--- src/rtl/pipe_control_unit.sv ---
// pipe_control_unit: D-stage decode, ID/EX -> EX/MEM -> MEM/WB control pipeline and hazard unit for the 5-stage RV32I core.
// Build option: define CTRL_FWD_EN to carry Rs1E/Rs2E and drive ForwardAE/ForwardBE; otherwise dependents stall in D.
module pipe_control_unit #(
  parameter int unsigned DATA_WIDTH     = 32,
  parameter int unsigned REG_ADDR_WIDTH = 5
) (
  input  logic                      clk,
  input  logic                      rst,
  input  logic [DATA_WIDTH-1:0]     InstrD,
  input  logic                      BranchCondE,
  input  logic                      MemReadyM,
  output logic [2:0]                ImmSrcD,
  output logic [3:0]                ALUCtrlE,
  output logic                      ALUSrcE,
  output logic [1:0]                PCSrcE,
  output logic                      MemWriteM,
  output logic [2:0]                modeBUM,
  output logic                      RegWriteM,
  output logic [REG_ADDR_WIDTH-1:0] RdM,
  output logic                      RegWriteW,
  output logic [REG_ADDR_WIDTH-1:0] RdW,
  output logic [1:0]                ResultSrcW,
  output logic                      StallF,
  output logic                      StallD,
  output logic                      FlushD,
  output logic                      FlushE,
  output logic [1:0]                ForwardAE,
  output logic [1:0]                ForwardBE
);

  localparam int unsigned RA = REG_ADDR_WIDTH;

  localparam logic [6:0] OP_R      = 7'b0110011;
  localparam logic [6:0] OP_I      = 7'b0010011;
  localparam logic [6:0] OP_LOAD   = 7'b0000011;
  localparam logic [6:0] OP_STORE  = 7'b0100011;
  localparam logic [6:0] OP_BRANCH = 7'b1100011;
  localparam logic [6:0] OP_LUI    = 7'b0110111;
  localparam logic [6:0] OP_AUIPC  = 7'b0010111;
  localparam logic [6:0] OP_JAL    = 7'b1101111;
  localparam logic [6:0] OP_JALR   = 7'b1100111;

  localparam logic [3:0] ALU_ADD  = 4'd0;
  localparam logic [3:0] ALU_SUB  = 4'd1;
  localparam logic [3:0] ALU_AND  = 4'd2;
  localparam logic [3:0] ALU_OR   = 4'd3;
  localparam logic [3:0] ALU_XOR  = 4'd4;
  localparam logic [3:0] ALU_SLT  = 4'd5;
  localparam logic [3:0] ALU_SLTU = 4'd6;
  localparam logic [3:0] ALU_SLL  = 4'd7;
  localparam logic [3:0] ALU_SRL  = 4'd8;
  localparam logic [3:0] ALU_SRA  = 4'd9;

  typedef struct packed {
    logic          reg_write;
    logic          mem_write;
    logic          load;
    logic [1:0]    pc_kind;
    logic [1:0]    result_src;
    logic [2:0]    mode_bu;
    logic          alu_src;
    logic [3:0]    alu_ctrl;
    logic [RA-1:0] rd;
  } ex_t;

  typedef struct packed {
    logic          reg_write;
    logic          mem_write;
    logic          load;
    logic [1:0]    result_src;
    logic [2:0]    mode_bu;
    logic [RA-1:0] rd;
  } mem_t;

  typedef struct packed {
    logic          reg_write;
    logic [1:0]    result_src;
    logic [RA-1:0] rd;
  } wb_t;

  logic [6:0]    opcode;
  logic [2:0]    funct3;
  logic          funct7b5;
  logic [RA-1:0] rd_d, rs1_d, rs2_d;
  logic          unused_instr;

  assign opcode       = InstrD[6:0];
  assign funct3       = InstrD[14:12];
  assign funct7b5     = InstrD[30];
  assign rd_d         = RA'(InstrD[11:7]);
  assign rs1_d        = RA'(InstrD[19:15]);
  assign rs2_d        = RA'(InstrD[24:20]);
  assign unused_instr = ^{InstrD[DATA_WIDTH-1:31], InstrD[29:25]};

  ex_t        dec;
  logic [1:0] alu_op;
  logic       use_rs1, use_rs2;

  // Main decoder: opcode -> control bundle, immediate select and source usage
  always_comb begin
    dec     = '0;
    ImmSrcD = 3'b000;
    alu_op  = 2'b00;
    use_rs1 = 1'b1;
    use_rs2 = 1'b0;
    case (opcode)
      OP_R: begin
        dec.reg_write = 1'b1; alu_op = 2'b10; use_rs2 = 1'b1;
      end
      OP_I: begin
        dec.reg_write = 1'b1; dec.alu_src = 1'b1; alu_op = 2'b10;
      end
      OP_LOAD: begin
        dec.reg_write = 1'b1; dec.alu_src = 1'b1; dec.load = 1'b1; dec.result_src = 2'b01;
      end
      OP_STORE: begin
        ImmSrcD = 3'b001; dec.mem_write = 1'b1; dec.alu_src = 1'b1; use_rs2 = 1'b1;
      end
      OP_BRANCH: begin
        ImmSrcD = 3'b010; dec.pc_kind = 2'b10; alu_op = 2'b01; use_rs2 = 1'b1;
      end
      OP_LUI, OP_AUIPC: begin
        ImmSrcD = 3'b011; dec.reg_write = 1'b1; dec.alu_src = 1'b1; use_rs1 = 1'b0;
      end
      OP_JAL: begin
        ImmSrcD = 3'b100; dec.reg_write = 1'b1; dec.result_src = 2'b10; dec.pc_kind = 2'b01;
        use_rs1 = 1'b0;
      end
      OP_JALR: begin
        ImmSrcD = 3'b101; dec.reg_write = 1'b1; dec.alu_src = 1'b1; dec.result_src = 2'b10;
        dec.pc_kind = 2'b11;
      end
      default: ;
    endcase
    dec.rd = dec.reg_write ? rd_d : '0;

    if (dec.load || dec.mem_write) begin
      case (funct3)
        3'b000:  dec.mode_bu = 3'b011;
        3'b001:  dec.mode_bu = 3'b010;
        3'b010:  dec.mode_bu = 3'b001;
        3'b100:  dec.mode_bu = dec.load ? 3'b101 : 3'b000;
        3'b101:  dec.mode_bu = dec.load ? 3'b100 : 3'b000;
        default: dec.mode_bu = 3'b000;
      endcase
    end

    case (alu_op)
      2'b00: dec.alu_ctrl = ALU_ADD;
      2'b01: dec.alu_ctrl = ALU_SUB;
      default: begin
        case (funct3)
          3'b000:  dec.alu_ctrl = (opcode == OP_R && funct7b5) ? ALU_SUB : ALU_ADD;
          3'b001:  dec.alu_ctrl = ALU_SLL;
          3'b010:  dec.alu_ctrl = ALU_SLT;
          3'b011:  dec.alu_ctrl = ALU_SLTU;
          3'b100:  dec.alu_ctrl = ALU_XOR;
          3'b101:  dec.alu_ctrl = funct7b5 ? ALU_SRA : ALU_SRL;
          3'b110:  dec.alu_ctrl = ALU_OR;
          default: dec.alu_ctrl = ALU_AND;
        endcase
      end
    endcase
  end

  ex_t  ex_q;
  mem_t mem_q;
  wb_t  wb_q;

  logic freeze, taken, hazard_d;

  function automatic logic src_hit(input logic used, input logic [RA-1:0] rs,
                                   input logic wr, input logic [RA-1:0] rd);
    return used && wr && (rd != '0) && (rd == rs);
  endfunction

  assign freeze = !MemReadyM && (mem_q.mem_write || mem_q.load);
  // A redirect seen during a freeze is re-evaluated once E is released
  assign taken  = !freeze && ((ex_q.pc_kind == 2'b01) || (ex_q.pc_kind == 2'b11) ||
                              (ex_q.pc_kind == 2'b10 && BranchCondE));
  assign PCSrcE = taken ? ex_q.pc_kind : 2'b00;

`ifdef CTRL_FWD_EN
  assign hazard_d = src_hit(use_rs1, rs1_d, ex_q.load, ex_q.rd) ||
                    src_hit(use_rs2, rs2_d, ex_q.load, ex_q.rd);
`else
  assign hazard_d = src_hit(use_rs1, rs1_d, ex_q.reg_write,  ex_q.rd)  ||
                    src_hit(use_rs1, rs1_d, mem_q.reg_write, mem_q.rd) ||
                    src_hit(use_rs1, rs1_d, wb_q.reg_write,  wb_q.rd)  ||
                    src_hit(use_rs2, rs2_d, ex_q.reg_write,  ex_q.rd)  ||
                    src_hit(use_rs2, rs2_d, mem_q.reg_write, mem_q.rd) ||
                    src_hit(use_rs2, rs2_d, wb_q.reg_write,  wb_q.rd);
`endif

  // Hazard priority: memory freeze, then redirect flush, then data-hazard bubble
  always_comb begin
    StallF = 1'b0;
    StallD = 1'b0;
    FlushD = 1'b0;
    FlushE = 1'b0;
    if (freeze) begin
      StallF = 1'b1;
      StallD = 1'b1;
    end else if (taken) begin
      FlushD = 1'b1;
      FlushE = 1'b1;
    end else if (hazard_d) begin
      StallF = 1'b1;
      StallD = 1'b1;
      FlushE = 1'b1;
    end
  end

  always_ff @(posedge clk or posedge rst) begin
    if (rst) begin
      ex_q  <= '0;
      mem_q <= '0;
      wb_q  <= '0;
    end else if (!freeze) begin
      ex_q             <= FlushE ? '0 : dec;
      mem_q.reg_write  <= ex_q.reg_write;
      mem_q.mem_write  <= ex_q.mem_write;
      mem_q.load       <= ex_q.load;
      mem_q.result_src <= ex_q.result_src;
      mem_q.mode_bu    <= ex_q.mode_bu;
      mem_q.rd         <= ex_q.rd;
      wb_q.reg_write   <= mem_q.reg_write;
      wb_q.result_src  <= mem_q.result_src;
      wb_q.rd          <= mem_q.rd;
    end
  end

`ifdef CTRL_FWD_EN
  logic [RA-1:0] rs1_e, rs2_e;

  always_ff @(posedge clk or posedge rst) begin
    if (rst) begin
      rs1_e <= '0;
      rs2_e <= '0;
    end else if (!freeze) begin
      rs1_e <= FlushE ? '0 : rs1_d;
      rs2_e <= FlushE ? '0 : rs2_d;
    end
  end

  function automatic logic [1:0] fwd_sel(input logic [RA-1:0] rs);
    if (mem_q.reg_write && mem_q.rd != '0 && mem_q.rd == rs) return 2'b10;
    if (wb_q.reg_write && wb_q.rd != '0 && wb_q.rd == rs)    return 2'b01;
    return 2'b00;
  endfunction

  assign ForwardAE = fwd_sel(rs1_e);
  assign ForwardBE = fwd_sel(rs2_e);
`else
  assign ForwardAE = 2'b00;
  assign ForwardBE = 2'b00;
`endif

  assign ALUCtrlE   = ex_q.alu_ctrl;
  assign ALUSrcE    = ex_q.alu_src;
  assign MemWriteM  = mem_q.mem_write;
  assign modeBUM    = mem_q.mode_bu;
  assign RegWriteM  = mem_q.reg_write;
  assign RdM        = mem_q.rd;
  assign RegWriteW  = wb_q.reg_write;
  assign RdW        = wb_q.rd;
  assign ResultSrcW = wb_q.result_src;

endmodule

--- config.mk ---
export PLATFORM = sky130hd
export DESIGN_NAME = pipe_control_unit
export DESIGN_NICKNAME = d
export VERILOG_FILES = /design/src/rtl/pipe_control_unit.sv
export SDC_FILE = /design/constraint.sdc
export NUM_CORES = 1
export LEC_CHECK = 0
export CORE_UTILIZATION = 49
export CTS_BUF_LIST = sky130_fd_sc_hd__clkbuf_8
export DETAILED_ROUTE_END_ITERATION = 16
export PLACE_DENSITY = 0.91
export SETUP_SLACK_MARGIN = 0.02
export SLEW_MARGIN = 15
export SYNTH_ARGS = -nofsm -noshare
export SYNTH_HDL_FRONTEND = slang
export SYNTH_SLANG_ARGS = --single-unit
export TNS_END_PERCENT = 5
--- constraint.sdc ---
create_clock -name clk -period 2.4 [get_ports clk]
set_input_delay 0.36 -clock clk [delete_from_list [all_inputs] [get_ports clk]]
set_output_delay 0.36 -clock clk [all_outputs]
set_load 0.03 [all_outputs]
### Word level (Yosys, flattened, before mapping)

Index checks and enable logic that the tools add are counted.

| storage, ports and cells | value |
|---|---|
| input bits | 36 |
| output and inout port bits | 36 |
| word-level logic and storage cells | 116 |
| register bits after elaboration | 41 |

| cells by class | value |
|---|---|
| reductions and logical operators | 45 |
| mux-type cells | 28 |
| equal/unequal tests | 25 |

Operators by type and width:

| kind | number |
|---|---|
| == test 5 bit | 6 |
| case mux 3 bit (5 select lines) | 2 |
| case mux 4 bit (7 select lines) | 1 |
| logical AND 1 bit | 22 |
| == test 7 x 6 -> 1 bit (second input constant) | 3 |
| == test 7 bit (second input constant) | 3 |
| two-way mux 20 bit | 1 |
| two-way mux 1 bit | 15 |
| nonzero test 5 bit | 3 |
| == test 7 x 5 -> 1 bit (second input constant) | 2 |
| == test 3 bit (second input constant) | 3 |
| logical OR 1 bit | 9 |
| two-way mux 3 bit | 3 |
| case mux 2 bit (2 select lines) | 2 |
| case mux 4 bit (2 select lines) | 1 |
| == test 7 x 2 -> 1 bit (second input constant) | 1 |
| OR reduction 7 bit | 1 |
| == test 3 x 2 -> 1 bit (second input constant) | 2 |
| case mux 2 bit (3 select lines) | 1 |
| OR reduction 2 bit | 3 |
| OR reduction 3 bit | 2 |
| OR reduction 6 bit | 1 |
| two-way mux 5 bit | 1 |
| == test 2 x 1 -> 1 bit (second input constant) | 2 |
| other kinds (6) | 8 |

### Depth between registers and ports, before layout

Gate-level depths: netlist (run 1).

| logic depth | value |
|---|---|
| word-level depth | 15 |
| mapped depth | 9 |
| mapped depth without buffers | 7 |

### Least setup slack after synthesis (run 1)

OpenSTA, ideal clock, no wires.

| path | value |
|---|---|
| path type | reg2out |
| start point | register wb_q, in the netlist RdW[1] |
| end point | output StallF |
| arrival | 2.351 ns |
| slack | -0.311 ns |
| data required time | 2.040 ns |
| path buffers | 1 |
| stages on the path, launching flop included | 7 |
| cell sequence | dfrtp_1 or4_1 o21ai_2 nor4_1 o311ai_4 a31oi_1 buf_4 |

| on the way | value |
|---|---|
| word-level cells in the longest chain between the ends | 10 |
| elaborated cells on any way between the ends | 14 |
| those cells by class | 2 x eq/ne; 3 x mux; 9 x reduce/logical |

RTL lines:

| item | line | text |
|---|---|---|
| from (decl) | 168 | `wb_t wb_q;` |
| nonzero test 5 bit | 174 | `return used && wr && (rd != '0) && (rd == rs);` |
| logical AND 1 bit (2 in a row) | 174 |  |
| logical OR 1 bit | 188 | `src_hit(use_rs1, rs1_d, mem_q.reg_write, mem_q.rd) \|\|` |
| logical OR 1 bit | 189 | `src_hit(use_rs1, rs1_d, wb_q.reg_write, wb_q.rd) \|\|` |
| logical OR 1 bit | 190 | `src_hit(use_rs2, rs2_d, ex_q.reg_write, ex_q.rd) \|\|` |
| logical OR 1 bit (*) | 191 | `src_hit(use_rs2, rs2_d, mem_q.reg_write, mem_q.rd) \|\|` |
| two-way mux 1 bit (*) (3 in a row) | n/a |  |
| to (decl) | 23 | `output logic StallF,` |

Every way passes the cells marked *; elsewhere a longest branch is shown, timed or not.

### Final worst setup path (run 1)

| path | value |
|---|---|
| start point | register ex_q[1] in the netlist's numbering |
| end point | output FlushE |

| on the way | value |
|---|---|
| word-level cells in the longest chain between the ends | 11 |
| elaborated cells on any way between the ends | 15 |
| those cells by class | 2 x eq/ne; 3 x mux; 10 x reduce/logical |

RTL lines:

| item | line | text |
|---|---|---|
| from (decl) | 166 | `ex_t ex_q;` |
| from (signal assigned) | 220 | `ex_q <= FlushE ? '0 : dec;` |
| nonzero test 5 bit | 174 |  |
| logical AND 1 bit (2 in a row) | 174 |  |
| logical OR 1 bit | 187 | `assign hazard_d = src_hit(use_rs1, rs1_d, ex_q.reg_write, ex_q.rd) \|\|` |
| logical OR 1 bit | 188 |  |
| logical OR 1 bit (*) | 189 |  |
| logical OR 1 bit (*) | 190 |  |
| logical OR 1 bit (*) | 191 |  |
| two-way mux 1 bit (*) | 207 | `end else if (hazard_d) begin` |
| two-way mux 1 bit (*) | 204 | `end else if (taken) begin` |
| two-way mux 1 bit (*) | 201 | `if (freeze) begin` |
| to (decl) | 26 | `output logic FlushE,` |

Marked as above.

==> results of run 1 <==
==> synth_stat cells, drive strengths merged <==
cell / n
dfrtp: 41
a21oi: 6
clkbuf: 9
a32oi: 5
nand2b: 1
a21boi: 1
nand3b: 3
nand2: 86
o41ai: 3
or2: 2
o21ai: 9
nand4: 2
nand3: 8
o21a: 1
xnor2: 18
nor2: 15
o311ai: 1
conb: 1
and2: 3
a31oi: 2
a211o: 2
inv: 2
or3: 1
o31ai: 8
buf: 20
xor2: 13
or4b: 3
nor4: 6
a2bb2oi: 1
nor2b: 1
mux2i: 1
or4: 4
==> worst max-delay path, cell delays in order (launching register included) <==
cell and delay [ns]:
dfrtp_1 0.40, or4_4 0.56, nor2_4 0.12, buf_6 0.11
nor4_4 0.04, o311ai_4 0.44, a31oi_4 0.15, buf_6 0.16
==> where the power goes <==
part           internal (mW)  leakage (nW)  switching, mW
combinational          0.124          1.08          0.142
sequential             0.700         0.563         0.0100
clock                  0.413        0.0681          0.256
==> area by class of cell <==
type,instances,area [um^2],area share
clock inverter,3,65.06,0.01781
clock buffer,5,68.82,0.01884
tap,67,83.83,0.02295
inverter,2,7.507,0.002056
sequential,41,1031,0.2823
multi-input combinational,210,1445,0.3957
timing repair buffer,103,950.9,0.2604
==> repair_timing <==
action	in CTS	in global routing
setup buffers	4	0
pin swaps	18	14
endpoints found under the setup margin	11	25
resized for setup	29	24
==> registers in the layout, indices dropped and copies added, names as in the netlist <==
name	flops
ALUCtrlE	4
ex_q	15
ALUSrcE	1
ResultSrcW	2
RegWriteW	1
RdM	5
modeBUM	3
MemWriteM	1
RegWriteM	1
RdW	5
mem_q	3
==> final timing paths <==
| check | from | cells after the start | end |
|---|---|---|---|
| worst max-delay path | ex_q[1] | 7 | FlushE |
| worst min register to register | modeBUM[2] | 2 | modeBUM[2] |
| max in group asynchronous | rst | 3 | ex_q[4] |
| min in group asynchronous | rst | 3 | RdW[0] |
| worst min-delay path | modeBUM[2] | 2 | modeBUM[2] |
| worst max register to register | ex_q[1] | 9 | ex_q[17] |
==> kinds of logic (layout without fill, tap and decap cells) <==
kind of cell,count (synthesis),after routing,share of synthesized area
and+or+nand+nor,135,135,0.2534
AOI/OAI and AO/OA,39,39,0.1293
other,1,4,0.001543
DFF,41,41,0.4222
xor gates and xnor gates,31,31,0.1117
muxes,1,1,0.004120
buffers and inverters,31,113,0.07775
==> routing by layer <==
layer | GRT usage | up-vias | share of wire | routed length (um)
met1 | 0.3255 | 1141 | 0.38 | 2786
met4 | 0.1133 | 0 | 0.033 | 243
met3 | 0.08750 | 31 | 0.080 | 591
li1 | - | 1086 | - | -
met2 | 0.5223 | 137 | 0.51 | 3750
met5 | 0 | - | 0 | 0
==> metrics by stage <==
stage / setup slack, ns / setup TNS [ns] / util
2_1_floorplan: -0.02692 / -0.02795 / -
3_3_place_gp: -0.2091 / -0.6771 / 0.6889
3_5_place_dp: -0.2279 / -1.065 / 0.6889
4_1_cts: -0.2150 / -0.6402 / 0.7461
5_1_grt: -0.2882 / -1.524 / 0.7682
6_report: -0.2430 / -0.9174 / 0.7682
==> impl_metrics.csv, run 1 <==
group,metric,value,unit
finish,post-route-cell-area,3652,um^2
finish,num-fill-cells,328,
detailed_routing,drcViolationCount,0,
setup_path,crit_required,2.04,ns
timing,period_needed,2.643,ns
place,port_buffers,61,
power_and_ir_drop,power.total,1.646,mW
place,placed_area,3276,um^2
logic_synthesis,yosys.area.top_type,"dfrtp_1",
timing,worst_slew_pin_slew,0.5245,ns
outcome,status,"finished with violations",
setup_path,rrSetupSlack,-0.06,ns
power_and_ir_drop,peakVddDrop,0.0002553,V
power_and_ir_drop,p_leak,1.709,nW
finish,layout_common_cells,"nand2_1, clkdlybuf4s50_1, buf_4",
timing,fin_skew,0.007420,ns
timing,layout_setup_ws,-0.2430,ns
die,dieArea,5245,um^2
logic_synthesis,avgSynthCellArea,8.709,um^2
logic_synthesis,synth_cell_types,41,
timing,rsz0062_at_grt,"yes",
logic_synthesis,netlist_instances,279,
finish,n_antenna_cell,0,
die,fp-row-count,25,
detailed_routing,avgViaCountPerCell,5.557,
finish,fin_nets,399,
detailed_routing,wire_per_inst,17.10,um
timing,slew_viol_final,0,
setup_path,cp-start-kind,"register",
detailed_routing,first_iter_violations,177,
die,start_util,0.5111,
logic_synthesis,synth-seq-cells,41,
setup_path,end_kind,"primary output",
logic_synthesis,netlist_area,2430,um^2
global_route,antenna_found_initial,0,
place,routabilityCongestion,0.8926,
clock_network,root_buffer,"clkbuf_8",
detailed_routing,vias,2395,
clock_network,htreeDepth,2,
die,core_area,4755,um^2
clock_network,cts_buffers,5,
clock_network,clock_path_buffers,2,
logic_synthesis,synth_top_area_frac,0.4222,
finish,final_cells,431,
worst_hold_path,hold_class,"register to register",
die,io_pins,72,
global_route,grt_max_degree,44,
finish,layout_commonest_cell,"nand2_1",
setup_path,cp.arrival,2.28,ns
detailed_routing,dr.pass1.iters,6,
clock_network,cts_sinks,41,
setup_path,crit_fanout,3,
finish,drive_above_1_share,0.2637,
setup_path,path_class,"register to primary output",
timing,maxSlewHeadroom,0.6504,
timing,hold_slack,0.4706,ns
global_route,grt_usage,0.2922,
clock_network,cts_hold_buf,0,
timing,fmax,0.3784,GHz
power_and_ir_drop,p_per_area,450.6,nW/um^2
detailed_routing,drt_wl_total,7372,um
flow_run,drv_cap,0,
place,place_inst,423,
clock_network,clock_latency,0.30,ns
clock_network,path_clk_slew,0.09,ns
die,die_x,72.42,um
die,die_h,72.42,um
timing,period_share,1.101,
global_route,grt_pass1_vias,2423,
global_route,grt_overflow,0,
place,hpwl,4641,um
timing,setup_viol,8,
outcome,violations,"negative setup slack",
logic_synthesis,yosys-top-cells-area,"dfrtp_1, nand2_1, xnor2_1",
detailed_routing,ant_nets,0,
logic_synthesis,yosysSeqAreaShare,0.4222,
global_route,grt_pass1_wl,11540,um
finish,syn2layout_area_growth,50.31,%
timing,hold_viol_final,0,
logic_synthesis,yosysWarnings,0,
clock_network,cts_tree,"done",
Power figures use the tool's default switching activity.
==> run 2, diff against run 1 <==
--- a/config.mk
+++ b/config.mk
@@ -8,6 +8,7 @@
 export CORE_UTILIZATION = 49
 export CTS_BUF_LIST = sky130_fd_sc_hd__clkbuf_8
 export DETAILED_ROUTE_END_ITERATION = 16
+export GPL_TIMING_DRIVEN = 0
 export PLACE_DENSITY = 0.91
 export SETUP_SLACK_MARGIN = 0.02
 export SLEW_MARGIN = 15
==> impl_metrics.csv, run 2 (same netlist as run 1, synthesis figures left out) <==
group,metric,value,unit
outcome,status,"finished with violations",
outcome,violations,"negative setup slack",
place,hpwl,4396,um
finish,final_cells,433,
detailed_routing,ant_nets,0,
timing,hold_slack,0.2782,ns
clock_network,cts_hold_buf,0,
setup_path,end_kind,"primary output",
setup_path,path_buf_inv,2,
global_route,grt_overflow,0,
place,place_inst,408,
setup_path,slowest_stage,"or4_4",
power_and_ir_drop,p_int,1.010,mW
global_route,global_route.usage.met2,0.4309,
clock_network,path_clk_slew,0.08,ns
global_route,grt_pass1_vias,2163,
timing,worst_slew_pin_slew,0.5627,ns
clock_network,cts_tree,"done",
global_route,grt_max_degree,36,
setup_path,crit_path_frequent_cell,"buf_6",
detailed_routing,avgViaCountPerCell,5.240,
flow_run,drv_cap,0,
die,core_area,4755,um^2
power_and_ir_drop,power.share.sequential,0.517,
timing,setup_viol,12,
finish,layout_common_cells,"nand2_1, clkdlybuf4s50_1, dfrtp_1, buf_4, xnor2_1",
power_and_ir_drop,clock_power_share,0.313,
timing,fmax,0.3682,GHz
power_and_ir_drop,peakVddDrop,0.0002933,V
setup_path,cp-start-kind,"register",
global_route,top_usage_layer,"met2",
finish,drive_above_1_share,0.2322,
finish,top_register,"ex_q",
timing,layout_setup_ws,-0.3162,ns
global_route,grt_pass1_wl,10140,um
setup_path,crit_chain,"or4_4 > o21ai_4 > nor4_2 > o311ai_4 > a31oi_4 > buf_6 > buf_6",
global_route,met1_usage,0.3232,
finish,syn2layout_area_growth,41.61,%
timing,fin_skew,0.006959,ns
die,dieArea,5245,um^2
timing,setup_tns,-1.386,ns
die,io_pins,72,
global_route,gr-usage-met3,0.05000,
clock_network,cts_sinks,41,
place,routabilityCongestion,0.9115,
setup_path,slowest_delay,0.55,ns
detailed_routing,drcViolationCount,0,
die,die_h,72.42,um
power_and_ir_drop,p_sw,0.3700,mW
timing,period_needed,2.716,ns
die,die_x,72.42,um
global_route,grt_usage,0.2581,
setup_path,cp_top_family,"compound AO/OA/AOI/OAI gates",
timing,hold_viol_final,0,
timing,rsz0062_at_grt,"yes",
setup_path,path_class,"register to primary output",
setup_path,cp.arrival,2.36,ns
finish,n_antenna_cell,0,
timing,period_share,1.132,
power_and_ir_drop,p_sw_frac,0.2680,
finish,largest_register_ffs,15,
place,pre_cts_slack,-0.8885,ns
detailed_routing,drt_wl_total,6424,um
clock_network,clock_path_buffers,2,
timing,slew_viol_final,0,
worst_hold_path,hold_class,"input port to asynchronous set/reset pin",
clock_network,htreeDepth,2,
detailed_routing,first_iter_violations,140,
clock_network,cts_buffers,5,
power_and_ir_drop,p_leak,1.613,nW
detailed_routing,dr.pass1.iters,4,
die,fp-row-count,25,
timing,maxSlewHeadroom,0.6249,
finish,layout_commonest_cell,"nand2_1",
clock_network,clock_latency,0.30,ns
place,port_buffers,58,
setup_path,crit_fanout,4,
finish,fin_nets,401,
clock_network,root_buffer,"clkbuf_8",
setup_path,crit_required,2.04,ns
power_and_ir_drop,power.total,1.380,mW
global_route,antenna_found_initial,0,
die,start_util,0.5111,
detailed_routing,vias,2269,
power_and_ir_drop,p_per_area,401.2,nW/um^2
power_and_ir_drop,comb_power_share,0.170,
detailed_routing,wire_per_inst,14.84,um
[run 2: cell count changes in the layout (fill, tap and decap cells not counted), sizes merged]
cell,before,now
dlymetal6s2s,4,1
buf,48,42
bufinv,2,0
clkinv,1,2
clkdlybuf4s50,48,49
clkbuf,5,15
inv,2,3
[run 2: repair_timing]
action / 4_1_cts / 5_1_grt
pin swaps: 8 / 4
buffers inserted: 7 / 10
resized for setup: 44 / 8
gates cloned: 0 / 0
endpoints found under the setup margin: 16 / 19
[run 2: per-layer routing]
| layer | part of all wire | vias up |
|---|---|---|
| met2 | 0.50 | 93 |
| met1 | 0.41 | 1061 |
| met3 | 0.060 | 18 |
| li1 | - | 1097 |
| met4 | 0.030 | 0 |
| met5 | 0 | - |
[run 2: worst paths after layout]
kind	startpoint	end	slack, ns	cells past startpoint
max in group asynchronous	rst	RdM[1]	1.67	3
min in group clk	InstrD[5]	ex_q[17]	0.41	2
hold reg to reg	modeBUM[0]	modeBUM[0]	0.47	2
setup reg to reg	RdM[1]	ALUCtrlE[2]	-0.10	9
hold / removal	rst	RegWriteW	0.28	2
setup / recovery	RdM[1]	StallF	-0.32	7
[run 2: power by group through the flow]
stage | clock network [mW] | logic [mW] | registers (mW)
6_report | 0.432 | 0.235 | 0.713
5_1_grt | 0.474 | 0.253 | 0.715
4_1_cts | 0.438 | 0.225 | 0.713
3_5_place_dp | 0 | 0.214 | 0.728
3_3_place_gp | 0 | 0.205 | 0.727
2_1_floorplan | 0 | 0.112 | 0.732
[run 2: cell type report]
class,instances,area [um^2]
Tap cell,67,83.83
Fill cell,362,1314
Multi-Input combinational cell,210,1336
Clock buffer,5,68.82
Clock inverter,3,13.76
Buffer,29,185.2
Inverter,2,7.507
Timing Repair Buffer,76,710.7
Sequential cell,41,1035
[run 2: stage by stage]
stage	cell area, um^2	utilization
floorplan	2464	-
global placement	3128	0.6579
detailed placement	3148	0.6621
CTS	3349	0.7045
global route	3441	0.7237
finish	3441	0.7237
